<file path="config.mk">
export PLATFORM = sky130hd
export DESIGN_NAME = io_conditioner
export DESIGN_NICKNAME = d
export VERILOG_FILES = /design/src/rtl/io_cond_pkg.sv /design/src/rtl/debounce_bit.sv /design/src/rtl/io_conditioner.sv
export SDC_FILE = /design/constraint.sdc
export NUM_CORES = 1
export LEC_CHECK = 0
export ABC_AREA = 1
export BUFFER_PORTS_ARGS = -buffer_cell sky130_fd_sc_hd__clkbuf_2
export CORE_MARGIN = 4
export CORE_UTILIZATION = 30
export DETAILED_ROUTE_END_ITERATION = 16
export PLACE_DENSITY = 0.59
export SYNTH_ARGS = -nofsm -noshare
export SYNTH_HDL_FRONTEND = slang
export SYNTH_SLANG_ARGS = --single-unit
export TNS_END_PERCENT = 5
</file>
<file path="constraint.sdc">
create_clock -name clk -period 0.8 [get_ports clk]
set_input_delay 0.08 -clock clk [delete_from_list [all_inputs] [get_ports clk]]
set_output_delay 0.08 -clock clk [all_outputs]
set_load 0.005 [all_outputs]
</file>
<file path="src/rtl/io_cond_pkg.sv">
// rtl/io_cond_pkg.sv - shared constants and helpers for the input conditioner
package io_cond_pkg;

    localparam int DEBOUNCE_CYCLES_DEFAULT = 16;
    localparam int SEL_BITS                = 3;

    function automatic int cnt_width(input int debounce_cycles);
        return $clog2(debounce_cycles + 1);
    endfunction

endpackage

</file>
<file path="src/rtl/debounce_bit.sv">
// rtl/debounce_bit.sv - one-bit synchroniser, debouncer and edge strobes
// IO_COND_DEBOUNCE_EN selects the counted debounce; otherwise the synchronised value passes straight through
module debounce_bit
    import io_cond_pkg::*;
#(
    parameter int DEBOUNCE_CYCLES = DEBOUNCE_CYCLES_DEFAULT
) (
    input  logic clk,
    input  logic reset_n,
    input  logic raw_i,
    output logic level_o,
    output logic rise_o,
    output logic fall_o
);

    if (DEBOUNCE_CYCLES < 1) begin : g_cfg_err
        $error("debounce_bit: DEBOUNCE_CYCLES must be at least 1");
    end

    logic s1_q, s2_q;
    logic level_q, level_d;
    logic rise_q, rise_d;
    logic fall_q, fall_d;

    always_ff @(posedge clk or negedge reset_n) begin
        if (!reset_n) begin
            s1_q    <= 1'b0;
            s2_q    <= 1'b0;
            level_q <= 1'b0;
            rise_q  <= 1'b0;
            fall_q  <= 1'b0;
        end else begin
            s1_q    <= raw_i;
            s2_q    <= s1_q;
            level_q <= level_d;
            rise_q  <= rise_d;
            fall_q  <= fall_d;
        end
    end

`ifdef IO_COND_DEBOUNCE_EN
    localparam int            CW       = cnt_width(DEBOUNCE_CYCLES);
    localparam logic [CW-1:0] CNT_LAST = CW'(DEBOUNCE_CYCLES - 1);

    logic [CW-1:0] cnt_q, cnt_d;

    // Any return to agreement clears the count, so short disagreements leave no trace.
    always_comb begin
        cnt_d   = '0;
        level_d = level_q;
        rise_d  = 1'b0;
        fall_d  = 1'b0;
        if (s2_q != level_q) begin
            if (cnt_q == CNT_LAST) begin
                level_d = s2_q;
                rise_d  = s2_q;
                fall_d  = ~s2_q;
            end else begin
                cnt_d = cnt_q + 1'b1;
            end
        end
    end

    always_ff @(posedge clk or negedge reset_n) begin
        if (!reset_n) begin
            cnt_q <= '0;
        end else begin
            cnt_q <= cnt_d;
        end
    end
`else
    always_comb begin
        level_d = s2_q;
        rise_d  = s2_q & ~level_q;
        fall_d  = ~s2_q & level_q;
    end
`endif

    assign level_o = level_q;
    assign rise_o  = rise_q;
    assign fall_o  = fall_q;

endmodule

</file>
<file path="src/rtl/io_conditioner.sv">
// rtl/io_conditioner.sv - per-pin conditioning plus selector-change strobe (debounce under IO_COND_DEBOUNCE_EN)
module io_conditioner
    import io_cond_pkg::*;
#(
    parameter int WIDTH           = 6,
    parameter int DEBOUNCE_CYCLES = DEBOUNCE_CYCLES_DEFAULT
) (
    input  logic             clk,
    input  logic             reset_n,
    input  logic [WIDTH-1:0] raw_in,
    output logic [WIDTH-1:0] level,
    output logic [WIDTH-1:0] rise,
    output logic [WIDTH-1:0] fall,
    output logic             sel_change
);

    if (WIDTH < SEL_BITS) begin : g_cfg_err
        $error("io_conditioner: WIDTH must cover the selector bits");
    end

    for (genvar i = 0; i < WIDTH; i++) begin : g_bit
        debounce_bit #(
            .DEBOUNCE_CYCLES(DEBOUNCE_CYCLES)
        ) u_debounce_bit (
            .clk    (clk),
            .reset_n(reset_n),
            .raw_i  (raw_in[i]),
            .level_o(level[i]),
            .rise_o (rise[i]),
            .fall_o (fall[i])
        );
    end

    logic sel_change_q, sel_change_d;

    // Selector bits are the top of the vector; the strobe trails their edge pulses by one clock.
    always_comb begin
        sel_change_d = |(rise[WIDTH-1 -: SEL_BITS] | fall[WIDTH-1 -: SEL_BITS]);
    end

    always_ff @(posedge clk or negedge reset_n) begin
        if (!reset_n) begin
            sel_change_q <= 1'b0;
        end else begin
            sel_change_q <= sel_change_d;
        end
    end

    assign sel_change = sel_change_q;

endmodule
</file>
==> impl_metrics.env, run 1 <==
export IMPL_status="finished with violations"
export IMPL_violations="setup timing"
export IMPL_p_per_area_nw_per_um2=2300
export IMPL_final_cell_area_um2=1260
export IMPL_avgSynthCellArea_um2=13.2
export IMPL_detail_route_antenna_nets=0
export IMPL_r2r_cells=3
export IMPL_core_um2=3150
export IMPL_grt_max_degree=32
export IMPL_io_pins=27
export IMPL_ir_drop_v=0.00110
export IMPL_cap_violations=0
export IMPL_wl_per_cell_um=9.30
export IMPL_num_vias=541
export IMPL_stdcell_count=149
export IMPL_min_period_ns=0.920
export IMPL_reg2reg_from="g_bit[2].u_debounce_bit.level_o$_DFF_PN0_"
export IMPL_fin_setup_tns_ns=-1.78
export IMPL_die_width_um=66.2
export IMPL_clkTransAtPathRegs_ns=0.09
export IMPL_layout_commonest_cell="dfrtp_1"
export IMPL_dpl_instance_area_um2=1090
export IMPL_netlist_area_um2=1020
export IMPL_root_buffer="clkbuf_4"
export IMPL_grt_overflow_total=0
export IMPL_arrival_ns=0.84
export IMPL_via_per_inst=3.63
export IMPL_path_class="register to primary output"
export IMPL_antenna_found_initial=0
export IMPL_ys_warn_count=0
export IMPL_critPathBufInv=1
export IMPL_tritoncts="done"
export IMPL_grt_pass1_wl_um=2430
export IMPL_grt_pass1_vias=562
export IMPL_drtIter0Drc=11
export IMPL_rrSetupSlack_ns=0.09
export IMPL_syn_to_final_growth_pct=23.5
export IMPL_path_delay_family="flip-flops"
export IMPL_cts_buffer_depth=2
export IMPL_timing_final_crit_share_pct=115
export IMPL_final_cell_mix="dfrtp_1, clkbuf_2, nor2_1, inv_1, dlygate4sd3_1"
export IMPL_gp_congestion=0.633
export IMPL_antenna_cells=0
export IMPL_max_freq_ghz=1.09
export IMPL_cp_cell_sequence="clkbuf_2"
export IMPL_port_buffers=26
export IMPL_hold_viol=0
export IMPL_nets=112
export IMPL_skew_ns=0.00707
export IMPL_layout_drive_gt1_share_pct=36.2
export IMPL_ys_ff_latch=31
export IMPL_clock_sinks=31
export IMPL_rsz0062_at_grt="true"
export IMPL_hp_class="primary input to async pin"
export IMPL_final_max_slew_viol_count=0
export IMPL_cp_max_fo=3
export IMPL_track_usage_pct=7.93
export IMPL_final_util_pct=39.8
export IMPL_htreeDepth=2
export IMPL_cp_required_ns=0.72
export IMPL_fillers=323
export IMPL_syn_nets=85
export IMPL_slew_headroom_pct=89.0
export IMPL_wirelength_um=1390
export IMPL_dpl_hpwl_um=869
export IMPL_worst_setup_path_end_kind="primary output"
export IMPL_numCtsBuffers=5
export IMPL_dieArea_um2=4390
export IMPL_post_place_cells=130
export IMPL_start_util_pct=32.3
export IMPL_drtPass1Iterations=3
export IMPL_drc_errors=0
export IMPL_rr_endpoint="g_bit[2].u_debounce_bit.fall_o$_DFF_PN0_"
export IMPL_clkLatencyLatePin_ns=0.32
export IMPL_setup_violations=19
export IMPL_fp_row_count=20
export IMPL_slowest_delay_ns=0.40
export IMPL_syn_instance_count=77
export IMPL_ctsResizeCount=0
export IMPL_ys_types=5
export IMPL_worst_pin_slew_ns=0.166
export IMPL_power_leakage_nw=0.675
export IMPL_fin_ws_ns=-0.120
export IMPL_fin_hold_ws_ns=0.239
export IMPL_ys_seq_area_share_pct=76.3
export IMPL_critPathLaunchType="register"
export IMPL_slowest_stage="dfrtp_1"
export IMPL_dieHeight_um=66.2
-- power breakdown --
group | switching (W) | internal [W] | total, W
clock | 0.000495 | 0.000517 | 0.00101
combinational | 0.0000854 | 0.000103 | 0.000188
sequential | 0.0000372 | 0.00165 | 0.00168
-- worst max-delay path by stage --
stage               cells after the start                                       from  slack [ns]              endpoint
detailed placement                      2   g_bit[4].u_debounce_bit.fall_o$_DFF_PN0_        0.12  sel_change$_DFF_PN0_
global route                            1  g_bit[0].u_debounce_bit.level_o$_DFF_PN0_       -0.18              level[0]
floorplan                               2   g_bit[3].u_debounce_bit.fall_o$_DFF_PN0_        0.16  sel_change$_DFF_PN0_
CTS                                     1  g_bit[1].u_debounce_bit.level_o$_DFF_PN0_       -0.14              level[1]
finish                                  1  g_bit[3].u_debounce_bit.level_o$_DFF_PN0_       -0.12              level[3]
global placement                        2   g_bit[4].u_debounce_bit.fall_o$_DFF_PN0_        0.15  sel_change$_DFF_PN0_
-- what timing repair did --
item,4_1_cts,5_1_grt
setup endpoints to repair,19,19
cloned,0,0
setup buffers,3,1
hold endpoints to repair,37,0
hold buffers,7,0
-- kinds of logic (layout without fill, tap and decap cells) --
| group | Yosys count | in the layout | synth area share, % |
|---|---|---|---|
| buf+inv | 30 | 58 | 17.7 |
| flops | 31 | 31 | 76.3 |
| simple gates | 16 | 16 | 6.03 |
-- stage by stage --
stage	power, W	setup slack (ns)
global route	0.00303	-0.176
CTS	0.00293	-0.140
floorplan	0.00181	0.163
finish	0.00288	-0.120
global placement	0.00186	0.149
detailed placement	0.00187	0.116
-- tightest hold or removal path, stage by stage --
cell           delay [ns]
dlygate4sd3_1        0.53
clkbuf_2             0.12
buf_12               0.19
-- per-layer routing --
| metal | GRT usage (%) | up-vias | wire (µm) |
|---|---|---|---|
| met5 | 0 | - | 0 |
| met4 | 6.85 | 0 | 43 |
| met3 | 4.25 | 5 | 109 |
| met2 | 12.3 | 19 | 664 |
| met1 | 7.57 | 258 | 567 |
| li1 | - | 259 | - |
-- state kept, by name (all words and copies together) (netlist names) --
signal                        flops
g_bit.u_debounce_bit.fall_o       6
g_bit.u_debounce_bit.level_d      6
g_bit.u_debounce_bit.level_o      6
g_bit.u_debounce_bit.rise_o       6
g_bit.u_debounce_bit.s1_q         6
sel_change                        1
-- synthesized netlist by cell type --
| master | n | area, µm² |
|---|---|---|
| dfrtp_1 | 31 | 776 |
| nor2_1 | 15 | 56.3 |
| buf_4 | 18 | 135 |
| nand3_1 | 1 | 5.00 |
| inv_1 | 12 | 45.0 |
-- layout make-up --
cell class | count | area, µm² | area share (%)
clock buffer | 8 | 68.8 | 5.48
inverter | 12 | 45.0 | 3.59
multi-input combinational | 16 | 61.3 | 4.88
timing repair buffer | 38 | 250 | 19.9
sequential | 31 | 776 | 61.8
tap | 44 | 55.1 | 4.38
Note: power is estimated with default switching activity, not from simulation.
==> run 2, diff against run 1 <==
--- a/config.mk
+++ b/config.mk
@@ -7,6 +7,7 @@
 export LEC_CHECK = 0
 export ABC_AREA = 1
 export BUFFER_PORTS_ARGS = -buffer_cell sky130_fd_sc_hd__clkbuf_2
+export CAP_MARGIN = 20
 export CORE_MARGIN = 4
 export CORE_UTILIZATION = 30
 export DETAILED_ROUTE_END_ITERATION = 16
==> constraint.sdc (replaced) <==
create_clock -name clk -period 1.2 [get_ports clk]
set_input_delay 0.12 -clock clk [delete_from_list [all_inputs] [get_ports clk]]
set_output_delay 0.12 -clock clk [all_outputs]
set_load 0.005 [all_outputs]
==> impl_metrics.env, run 2 (synthesis gave the netlist of run 1 again) <==
export IMPL_p_total_w=0.00190
export IMPL_cp_required_ns=1.08
export IMPL_critPathBufInv=1
export IMPL_nets=108
export IMPL_grt_pass1_wl_um=2340
export IMPL_layout_drive_gt1_share_pct=33.7
export IMPL_setup_violations=0
export IMPL_clock_sinks=31
export IMPL_fillers=327
export IMPL_final_cell_mix="dfrtp_1, clkbuf_2, nor2_1, inv_1, dlygate4sd3_1"
export IMPL_num_vias=514
export IMPL_p_per_area_nw_per_um2=1560
export IMPL_htreeDepth=2
export IMPL_die_width_um=66.2
export IMPL_cp_cell_sequence="clkbuf_2"
export IMPL_reg2reg_from="g_bit[5].u_debounce_bit.rise_o$_DFF_PN0_"
export IMPL_fin_hold_ws_ns=0.209
export IMPL_core_um2=3150
export IMPL_slowest_delay_ns=0.41
export IMPL_cts_buffer_depth=2
export IMPL_ctsHoldBuffers=7
export IMPL_clkLatencyLatePin_ns=0.32
export IMPL_ir_drop_v=0.000625
export IMPL_fp_row_count=20
export IMPL_numCtsBuffers=5
export IMPL_track_usage_pct=7.46
export IMPL_grt_overflow_total=0
export IMPL_dieHeight_um=66.2
export IMPL_dieArea_um2=4390
export IMPL_rrSetupSlack_ns=0.52
export IMPL_clkTransAtPathRegs_ns=0.09
export IMPL_fin_ws_ns=0.231
export IMPL_cap_violations=0
export IMPL_gp_congestion=0.650
export IMPL_antenna_cells=0
export IMPL_layout_commonest_cell="dfrtp_1"
export IMPL_hold_viol=0
export IMPL_slowest_stage="dfrtp_1"
export IMPL_detail_route_antenna_nets=0
export IMPL_timing_final_crit_share_pct=80.8
export IMPL_max_freq_ghz=1.03
export IMPL_grt_max_degree=20
export IMPL_path_delay_family="flip-flops"
export IMPL_path_class="register to primary output"
export IMPL_skew_ns=0.00679
export IMPL_root_buffer="clkbuf_4"
export IMPL_arrival_ns=0.85
export IMPL_port_buffers=26
export IMPL_grt_pass1_vias=530
export IMPL_slew_headroom_pct=79.2
export IMPL_dp_slack_ns=0.529
export IMPL_rsz0062_at_grt="false"
export IMPL_tritoncts="done"
export IMPL_drtIter0Drc=14
export IMPL_hp_class="primary input to async pin"
export IMPL_fin_setup_tns_ns=0
export IMPL_cp_max_fo=3
export IMPL_final_cell_area_um2=1210
export IMPL_dpl_instance_area_um2=1070
export IMPL_wl_per_cell_um=9.51
export IMPL_worst_setup_path_end_kind="primary output"
export IMPL_min_period_ns=0.969
export IMPL_r2r_cells=2
export IMPL_io_pins=27
export IMPL_dpl_hpwl_um=976
export IMPL_rr_endpoint="sel_change$_DFF_PN0_"
export IMPL_drtPass1Iterations=2
export IMPL_final_max_slew_viol_count=0
export IMPL_syn_to_final_growth_pct=19.3
export IMPL_critPathLaunchType="register"
export IMPL_status="finished, final reports clean"
export IMPL_worst_pin_slew_ns=0.312
export IMPL_start_util_pct=32.3
export IMPL_via_per_inst=3.54
export IMPL_ctsResizeCount=0
export IMPL_wirelength_um=1380
export IMPL_power_leakage_nw=0.651
export IMPL_antenna_found_initial=0
export IMPL_cts_setup_buffers=0
export IMPL_drc_errors=0
==> run 2: metal layers <==
layer,part of all wire (%),GRT usage [%]
met5,0,0
met4,0,3.05
met3,9.6,5.44
met2,50,11.0
met1,40,8.10
==> run 2: worst max path at each step <==
stage	from	to	depth (start not counted)
3_5_place_dp	g_bit[5].u_debounce_bit.rise_o$_DFF_PN0_	sel_change$_DFF_PN0_	2
4_1_cts	g_bit[2].u_debounce_bit.level_o$_DFF_PN0_	level[2]	1
6_report	g_bit[2].u_debounce_bit.level_o$_DFF_PN0_	level[2]	1
5_1_grt	g_bit[5].u_debounce_bit.level_o$_DFF_PN0_	level[5]	1
3_3_place_gp	g_bit[3].u_debounce_bit.fall_o$_DFF_PN0_	sel_change$_DFF_PN0_	2
2_1_floorplan	g_bit[3].u_debounce_bit.fall_o$_DFF_PN0_	sel_change$_DFF_PN0_	2
==> run 2: area by class of cell <==
type | instances | area, µm² | area share (%)
Clock buffer | 8 | 68.8 | 5.67
Inverter | 12 | 45.0 | 3.71
Multi-Input combinational cell | 16 | 61.3 | 5.05
Sequential cell | 31 | 776 | 63.9
Tap cell | 44 | 55.1 | 4.54
Timing Repair Buffer | 34 | 208 | 17.1
==> run 2: metrics by stage <==
| stage | utilization [%] | instances |
|---|---|---|
| finish | 38.5 | 145 |
| global route | 38.5 | 145 |
| CTS | 38.5 | 145 |
| detailed placement | 34.1 | 130 |
| global placement | 34.1 | 130 |
| floorplan | - | 77 |
==> run 2: report_power, final <==
group,internal (W),switching (W)
Combinational,0.0000556,0.0000523
Sequential,0.00110,0.0000264
Clock,0.000344,0.000323
Total,0.00150,0.000402
